## config.mk

```make
export PLATFORM = sky130hd
export DESIGN_NAME = ad5676r_ch_scheduler
export DESIGN_NICKNAME = d
export VERILOG_FILES = /design/src/rtl/ad5676r_ch_scheduler.sv
export SDC_FILE = /design/constraint.sdc
export NUM_CORES = 1
export LEC_CHECK = 0
export ABC_AREA = 1
export BUFFER_PORTS_ARGS = -buffer_cell sky130_fd_sc_hd__clkbuf_2
export CAP_MARGIN = 20
export CORE_MARGIN = 2
export CORE_UTILIZATION = 40
export CTS_BUF_LIST = sky130_fd_sc_hd__clkbuf_2
export CTS_CLUSTER_DIAMETER = 80
export CTS_CLUSTER_SIZE = 28
export DETAILED_ROUTE_END_ITERATION = 16
export PLACE_DENSITY_LB_ADDON = 0.2
export SYNTH_ARGS = -nofsm -noshare
export SYNTH_HDL_FRONTEND = slang
export SYNTH_SLANG_ARGS = --single-unit
```

## constraint.sdc

```tcl
create_clock -name clk -period 4.65 [get_ports clk]
set_clock_uncertainty 0.2 [all_clocks]
set_input_delay 0.2325 -clock clk [delete_from_list [all_inputs] [get_ports clk]]
set_output_delay 0.2325 -clock clk [all_outputs]
set_load 0.005 [all_outputs]
```

## src/rtl/ad5676r_ch_scheduler.sv

```systemverilog
// Eight-channel AD5676R update scheduler: holds per-channel codes and issues round-robin write/update frames.
// Optional feature macro AD5676R_INIT_SEQ_EN: software-reset frame and full-channel rewrite after reset.
module ad5676r_ch_scheduler #(
    parameter int NUM_CH       = 8,
    parameter int DONE_TIMEOUT = 255
) (
    input  logic              clk,
    input  logic              rst_inv,
    input  logic              wr_en,
    input  logic [2:0]        wr_ch,
    input  logic [15:0]       wr_code,
    output logic [23:0]       frm_data,
    output logic              frm_valid,
    input  logic              frm_ready,
    input  logic              frm_done,
    output logic              busy,
    output logic [NUM_CH-1:0] pending,
    output logic              err_timeout
);

    localparam logic [7:0]  TO_LAST     = 8'(DONE_TIMEOUT - 1);
    localparam logic [23:0] RESET_FRAME = 24'h600000;

    typedef enum logic [1:0] {IDLE, PICK, SEND, WAIT} state_t;

    state_t            state;
    state_t            state_nxt;
    logic [15:0]       code [NUM_CH];
    logic [NUM_CH-1:0] dirty;
    logic [NUM_CH-1:0] dirty_nxt;
    logic [2:0]        rr;
    logic [7:0]        cnt;
    logic              pick_found;
    logic [2:0]        pick_ch;
    logic [2:0]        idx;
    logic              init_req;
    logic              init_fly;
    logic              accept;
    logic              done_ok;
    logic              timed_out;

    assign accept    = (state == SEND) && frm_ready;
    assign done_ok   = (state == WAIT) && frm_done;
    assign timed_out = (state == WAIT) && !frm_done && (cnt == TO_LAST);

    assign frm_valid = (state == SEND);
    assign busy      = (state != IDLE);
    assign pending   = dirty;

`ifdef AD5676R_INIT_SEQ_EN
    // init_req holds the software-reset frame until PICK takes it; init_fly marks it in flight
    always_ff @(posedge clk or negedge rst_inv) begin
        if (!rst_inv) begin
            init_req <= 1'b1;
            init_fly <= 1'b0;
        end else if ((state == PICK) && init_req) begin
            init_req <= 1'b0;
            init_fly <= 1'b1;
        end else if (done_ok || timed_out) begin
            init_fly <= 1'b0;
        end
    end
`else
    assign init_req = 1'b0;
    assign init_fly = 1'b0;
`endif

    // Search order starts one past the last served channel and wraps
    always_comb begin
        pick_found = 1'b0;
        pick_ch    = rr;
        idx        = rr;
        for (int i = 1; i <= NUM_CH; i++) begin
            idx = rr + 3'(i);
            if (!pick_found && dirty[idx]) begin
                pick_found = 1'b1;
                pick_ch    = idx;
            end
        end
    end

    // Host set is applied last so a write in the clearing cycle keeps the channel dirty
    always_comb begin
        dirty_nxt = dirty;
        if (done_ok && init_fly)
            dirty_nxt = '1;
        if ((state == PICK) && !init_req && pick_found)
            dirty_nxt[pick_ch] = 1'b0;
        if (wr_en)
            dirty_nxt[wr_ch] = 1'b1;
    end

    always_comb begin
        state_nxt = state;
        unique case (state)
            IDLE:    if (init_req || wr_en || (dirty != '0)) state_nxt = PICK;
            PICK:    state_nxt = (init_req || pick_found) ? SEND : IDLE;
            SEND:    if (frm_ready) state_nxt = WAIT;
            WAIT:    if (frm_done || (cnt == TO_LAST)) state_nxt = IDLE;
            default: state_nxt = IDLE;
        endcase
    end

    always_ff @(posedge clk or negedge rst_inv) begin
        if (!rst_inv) begin
            state       <= IDLE;
            dirty       <= '0;
            rr          <= 3'd7;
            cnt         <= '0;
            err_timeout <= 1'b0;
            frm_data    <= '0;
            for (int i = 0; i < NUM_CH; i++)
                code[i] <= '0;
        end else begin
            state <= state_nxt;
            dirty <= dirty_nxt;
            if (wr_en)
                code[wr_ch] <= wr_code;
            if (state == PICK) begin
                if (init_req) begin
                    frm_data <= RESET_FRAME;
                end else if (pick_found) begin
                    frm_data <= {4'b0011, 1'b0, pick_ch, code[pick_ch]};
                    rr       <= pick_ch;
                end
            end
            // Counter reaches TO_LAST+1 == DONE_TIMEOUT on the same edge that raises the error
            if (accept)
                cnt <= '0;
            else if ((state == WAIT) && (cnt != 8'hFF))
                cnt <= cnt + 8'd1;
            if (timed_out)
                err_timeout <= 1'b1;
        end
    end

endmodule

```

==> metrics, run 1 <==
most used cell, CP nand2_1; I/O pin count 59; classification of the worst-slack hold path primary input to register; top cells by area, synth dfrtp_1 48%, nand2_1 24%, o21ai_0 8.2%; Seq cells post-synth 170; Highest Clock Rate 0.249 GHz; CP startpoint rr[0]; final hold vios 0; Least-Margin Pin Slew 739 ps; antenna viol nets, final 0; CTS clk-pin slew, worst paths 260 ps; total global-route track usage 21.3%; fin crit share 86.3%; final setup vio count 0; dominant delay contributor by cell family on the critical path simple AND/OR/NAND/NOR gates; TritonCTS clock tree yes; Rel. slew slack 50.7%; largest net degree at the start of global routing 88; post-CTS setup buffer count 0; Root Driver clkbuf_2; Die Width 151 µm; wire per inst 15.4 µm; outcome completed; Ys Warns 0; vias in the first global route 6867; Reg2Reg Setup Slack 640 ps; Cells on Worst Hold Path 4; first-pass GRT wire length 37.5 mm; Critical Path Fanout Max 64; initial antenna violation count 1; Max H-tree Level 4; area of placed instances 9060 µm²; RSZ-0062 raised after global routing no; Arrival @ worst endpoint 4530 ps; Critical R2R Launch rr[0]; # nets final 1252; Filler cells 2170; worst hold slack 149 ps; Crit Path Class register to register; Crit. End Element register; post-synth top area cell dfrtp_1; routed wire length 23.3 mm; final slew viol count 0; DRC violations left 0; worst hold endpoint code[54]; Worst-Skew Late Latency 770 ps; Cells after Synth 1163; # clock sinks 170; cells along the critical path inv_2 -> ha_1 -> nand3_1 -> nand3_2 -> nand2_2 -> nor2_4 -> nand4_2 -> nor2_4 -> nand2_4 -> nand2_2 -> buf_4 -> nand3_1 -> nand2_1 -> nand2_1 -> nand2_1 -> nand2_1 -> nand2_1 -> nand2_1 -> nand2_1; Core ar. 21200 µm²; synthesized area 8650 µm²; height of the die 151 µm; worst path required time 5170 ps; r2r endpoint frm_data[3]; Vias 7520; CTS max path bufs 2; Hold Path Origin wr_code[6]; Die ar. 22800 µm²; max-capacitance violation count 0; slowest stage delay, CP 740 ps; Yosys top cell area share 48.3%; Avg Vias per Cell 4.97; Setup TNS 0 ps; Mean Syn Cell Area 7.44 µm²; Layout area overhead 12.6%; post-synth cell types 34; Post-DP HPWL 13.7 mm; Initial Utilization 40.9%; # port buffers 55; DR pass1 iterations 6; pre-CTS WS 722 ps; Worst R2R Path Depth 19; Cell Rows 53; post-route setup slack 637 ps; CP max stage cell dfstp_2; share of the yosys chip area belonging to registers 49.2%; Final min period 4010 ps; routability cong. 0.891; post-route cell area 9740 µm²; Startpoint Class register; gr ovfl total 0; buffers and inverters on the worst path 2; TritonCTS Buffers 17; DRT iter0 DRCs 616; share of cells above drive strength 1 11.6%
layer usage:
layer / GRT usage (%) / up-vias / share of wire (%)
li1: - / 3816 / -
met1: 31.5 / 3507 / 50
met2: 32.2 / 178 / 44
met3: 3.98 / 19 / 5.0
met4: 5.37 / 0 / 1.2
met5: 0 / - / 0
logic make-up after synthesis:
logic type                 Yosys count  synth area share, %
xor gates and xnor gates             2                0.289
AOI/OAI and AO/OA                  155                 9.19
other                                1               0.0434
adders and majority gates            4                0.579
buffers and inverters              123                 6.86
DFF                                170                 49.2
and+or+nand+nor                    708                 33.8
sequential cells by signal, indices dropped and copies added (netlist names), named ones only:
name and flops:
frm_data 20, code 128, pending 8, err_timeout 1, state 1, rr 3
cnt 8
worst register-to-register path, cell delays in order (launching register included):
cell	delay [ps]
dfstp_2	740
inv_2	170
ha_1	550
nand3_1	190
nand3_2	150
nand2_2	110
nor2_4	150
nand4_2	130
nor2_4	150
nand2_4	90
nand2_2	90
buf_4	580
nand3_1	170
nand2_1	100
nand2_1	50
nand2_1	80
nand2_1	40
nand2_1	110
nand2_1	70
nand2_1	70
through the flow:
step,cells,utilization (%)
final,1513,46.0
after global routing,1513,46.0
after CTS,1511,46.0
after detailed placement,1443,42.8
after global placement,1442,42.7
after floorplan,1165,-
cells in the mapped netlist:
cell type	count
nand2_1	550
dfrtp_1	167
o21ai_0	141
nand3_1	101
inv_1	43
clkbuf_1	29
nor2_1	22
buf_2	18
inv_2	12
buf_4	11
buf_6	9
nand2_2	8
nand3_2	7
a21oi_1	6
nor3_1	5
ha_1	4
nand4_1	4
o21ai_1	4
dfstp_2	3
nor2_4	3
nand2_4	2
or2_2	2
a21oi_4	1
a221oi_1	1
a31oi_1	1
clkinv_1	1
conb_1	1
nand4_2	1
nor2_2	1
nor4_1	1
o31ai_1	1
or4_1	1
xnor2_2	1
xor2_1	1
cells in the final DEF (no fill, tap or decap), drive strengths merged:
cell type | synthesis | routed
clkinv | 1 | 8
buf | 38 | 18
inv | 55 | 57
nor4 | 1 | 1
o31ai | 1 | 1
ha | 4 | 4
or2 | 2 | 2
conb | 1 | 3
a31oi | 1 | 1
xor2 | 1 | 1
diode | 0 | 1
or4 | 1 | 1
bufinv | 0 | 4
nand4 | 5 | 5
clkinvlp | 0 | 2
a21oi | 7 | 7
nand3 | 108 | 108
nor3 | 5 | 5
dlygate4sd3 | 0 | 35
nor2 | 26 | 26
xnor2 | 1 | 1
o21ai | 145 | 145
nand2 | 560 | 560
dfstp | 3 | 3
dfrtp | 167 | 167
clkbuf | 29 | 71
a221oi | 1 | 1
repair_timing:
item,CTS,global route
hold endpoints to repair,310,0
hold buffers,36,0
gates resized for setup,0,0
layout make-up:
| cell class | count | area (µm²) | share of cell area [%] |
|---|---|---|---|
| clock buffers | 17 | 85.1 | 0.874 |
| multi-input cells | 872 | 3810 | 39.1 |
| well taps | 275 | 344 | 3.53 |
| inverters | 56 | 210 | 2.16 |
| clock inverters | 15 | 196 | 2.02 |
| flip-flops and latches | 170 | 4260 | 43.7 |
| repair buffers | 107 | 832 | 8.54 |
| diodes | 1 | 2.50 | 0.0257 |
worst max-delay path by stage:
stage / to / depth (start not counted)
floorplan: pending[7] / 20
global placement: frm_data[3] / 19
detailed placement: frm_data[10] / 19
CTS: frm_data[3] / 19
global route: frm_data[5] / 19
finish: frm_data[3] / 19
Power of run 1 is not shown: default switching activity piles up to over one toggle a cycle in this logic, so the estimate is an artifact.
==> run 2, diff against run 1 <==
--- a/config.mk
+++ b/config.mk
@@ -9,7 +9,7 @@
 export BUFFER_PORTS_ARGS = -buffer_cell sky130_fd_sc_hd__clkbuf_2
 export CAP_MARGIN = 20
 export CORE_MARGIN = 2
-export CORE_UTILIZATION = 40
+export CORE_UTILIZATION = 50
 export CTS_BUF_LIST = sky130_fd_sc_hd__clkbuf_2
 export CTS_CLUSTER_DIAMETER = 80
 export CTS_CLUSTER_SIZE = 28
==> metrics, run 2 (synthesis gave the netlist of run 1 again) <==
Root Driver clkbuf_2; first-pass GRT wire length 37.0 mm (-1.5%); Resized Gates After CTS 0 (unchanged); Arrival @ worst endpoint 4560 ps (+30 ps); most used cell, CP nand2_1; slowest stage delay, CP 750 ps (about the same); antenna viol nets, final 0 (unchanged); Initial Utilization 50.5% (+9.6 points); Least-Margin Pin Slew 742 ps (+2.72 ps); register area 4260 µm² (unchanged); flip-flop count of the largest register, all copies and words added 128 (unchanged); fin crit share 86.9% (+0.57 points); DRT iter0 DRCs 625 (+1.5%); final slew viol count 0 (unchanged); final setup vio count 0 (unchanged); buffers and inverters on the worst path 2 (unchanged); outcome completed; CTS max path bufs 2 (unchanged); Cell Rows 48 (-9.4%); Core ar. 17100 µm² (-19%); Vias 7722 (+2.7%); Final min period 4040 ps (+26.5 ps); gr ovfl total 0 (unchanged); post-CTS setup buffer count 0 (unchanged); DRC violations left 0 (unchanged); largest register by flop count code; Layout Utilization 56.3% (+10 points); Startpoint Class register; max-capacitance violation count 0 (unchanged); final hold vios 0 (unchanged); total global-route track usage 26.0% (+4.7 points); Crit Path Class register to register; Crit. End Element register; RSZ-0062 raised after global routing no; Die ar. 18400 µm² (-20%); multi-input logic area 3810 µm² (unchanged); largest net degree at the start of global routing 93 (+5.7%); height of the die 136 µm (-10%); Largest regs code (128), frm_data (20); Layout area overhead 11.4%; Rel. slew slack 50.5% (-0.18 points); dominant delay contributor by cell family on the critical path simple AND/OR/NAND/NOR gates; worst path required time 5170 ps (about the same); TritonCTS clock tree yes; Setup TNS 0 ps (unchanged); classification of the worst-slack hold path primary input to register; routed wire length 22.4 mm (-4.0%); TritonCTS Buffers 17 (unchanged); Worst-Skew Late Latency 780 ps (about the same); Filler cells 1707 (-21%); routability cong. 0.892 (+0.17%); share of cells above drive strength 1 11.8% (+0.19 points); Critical Path Fanout Max 64 (unchanged); initial antenna violation count 2 (+1); CTS clk-pin slew, worst paths 240 ps (-20 ps); Avg Vias per Cell 5.29 (+6.3%); wire per inst 15.3 µm (-0.54%); Highest Clock Rate 0.248 GHz (-0.66%); CP max stage cell dfstp_2; Post-DP HPWL 13.1 mm (-4.1%); Post-CTS Hold Buffers 33 (-8.3%); # nets final 1249 (-0.24%); Max H-tree Level 4 (unchanged); DR pass1 iterations 6 (unchanged); vias in the first global route 7058 (+2.8%); # clock sinks 170 (unchanged); # port buffers 55 (unchanged); most frequent cells in the layout 550 x nand2_1, 167 x dfrtp_1, 141 x o21ai_0, 101 x nand3_1, 75 x clkbuf_2; Die Width 136 µm (-10%); I/O pin count 59 (unchanged); cells along the critical path inv_2 -> ha_1 -> nand3_1 -> nand3_2 -> nand2_2 -> nor2_4 -> nand4_2 -> nor2_4 -> nand2_4 -> nand2_2 -> buf_4 -> nand3_1 -> nand2_1 -> nand2_1 -> nand2_1 -> nand2_1 -> nand2_1 -> nand2_1 -> nand2_1; commonest non-fill, non-tap cell in the layout nand2_1
run 2: changes by cell type in the layout (fill, tap and decap cells not counted), sizes merged:
cell / change
clkbuf: +4
clkinv: -4
dlygate4sd3: -3
clkinvlp: +2
bufinv: -1
diode: +1
inv: -1
run 2: path summary, 6_finish.rpt:
path | start | to | cells after the start | slack [ps]
worst max register to register | rr[0] | frm_data[11] | 19 | 610
worst min register to register | err_timeout | err_timeout | 2 | 300
worst max-delay path | rr[0] | frm_data[11] | 19 | 610
worst min-delay path | wr_code[10] | code[106] | 4 | 140
min in group asynchronous | rst_inv | rr[1] | 3 | 290
max in group asynchronous | rst_inv | code[53] | 4 | 3480
run 2: layout make-up:
cell class | count | area share, %
sequential | 170 | 44.2
clock buffer | 21 | 1.09
timing repair buffer | 104 | 8.46
multi-input combinational | 872 | 39.6
antenna | 2 | 0.0520
inverter | 56 | 2.18
tap | 225 | 2.92
clock inverter | 11 | 1.53
run 2: per-layer routing:
metal / vias up / part of all wire [%] / global-route usage [%]
met3: 33 / 5.5 / 4.15
met1: 3616 / 45 / 35.5
met2: 251 / 48 / 43.1
li1: 3822 / - / -
met5: - / 0 / 0
met4: 0 / 1.5 / 7.35
run 2: worst register-to-register path: cells and delay by family (launching register included):
family,cells,cell delay [ps]
flops,1,750
simple gates,16,1770
fa+ha+maj,1,540
buf+inv,2,730
run 2: per-stage QoR:
step | setup slack [ps] | cells | area, µm² | hold slack (ps)
after floorplan | 1510 | 1165 | 8660 | -263
after global placement | 822 | 1392 | 8970 | 183
after detailed placement | 734 | 1393 | 9000 | 183
after CTS | 653 | 1458 | 9600 | 103
after global routing | 229 | 1461 | 9630 | 71.1
final | 611 | 1461 | 9630 | 145
Power of run 2 is left out for the same reason.
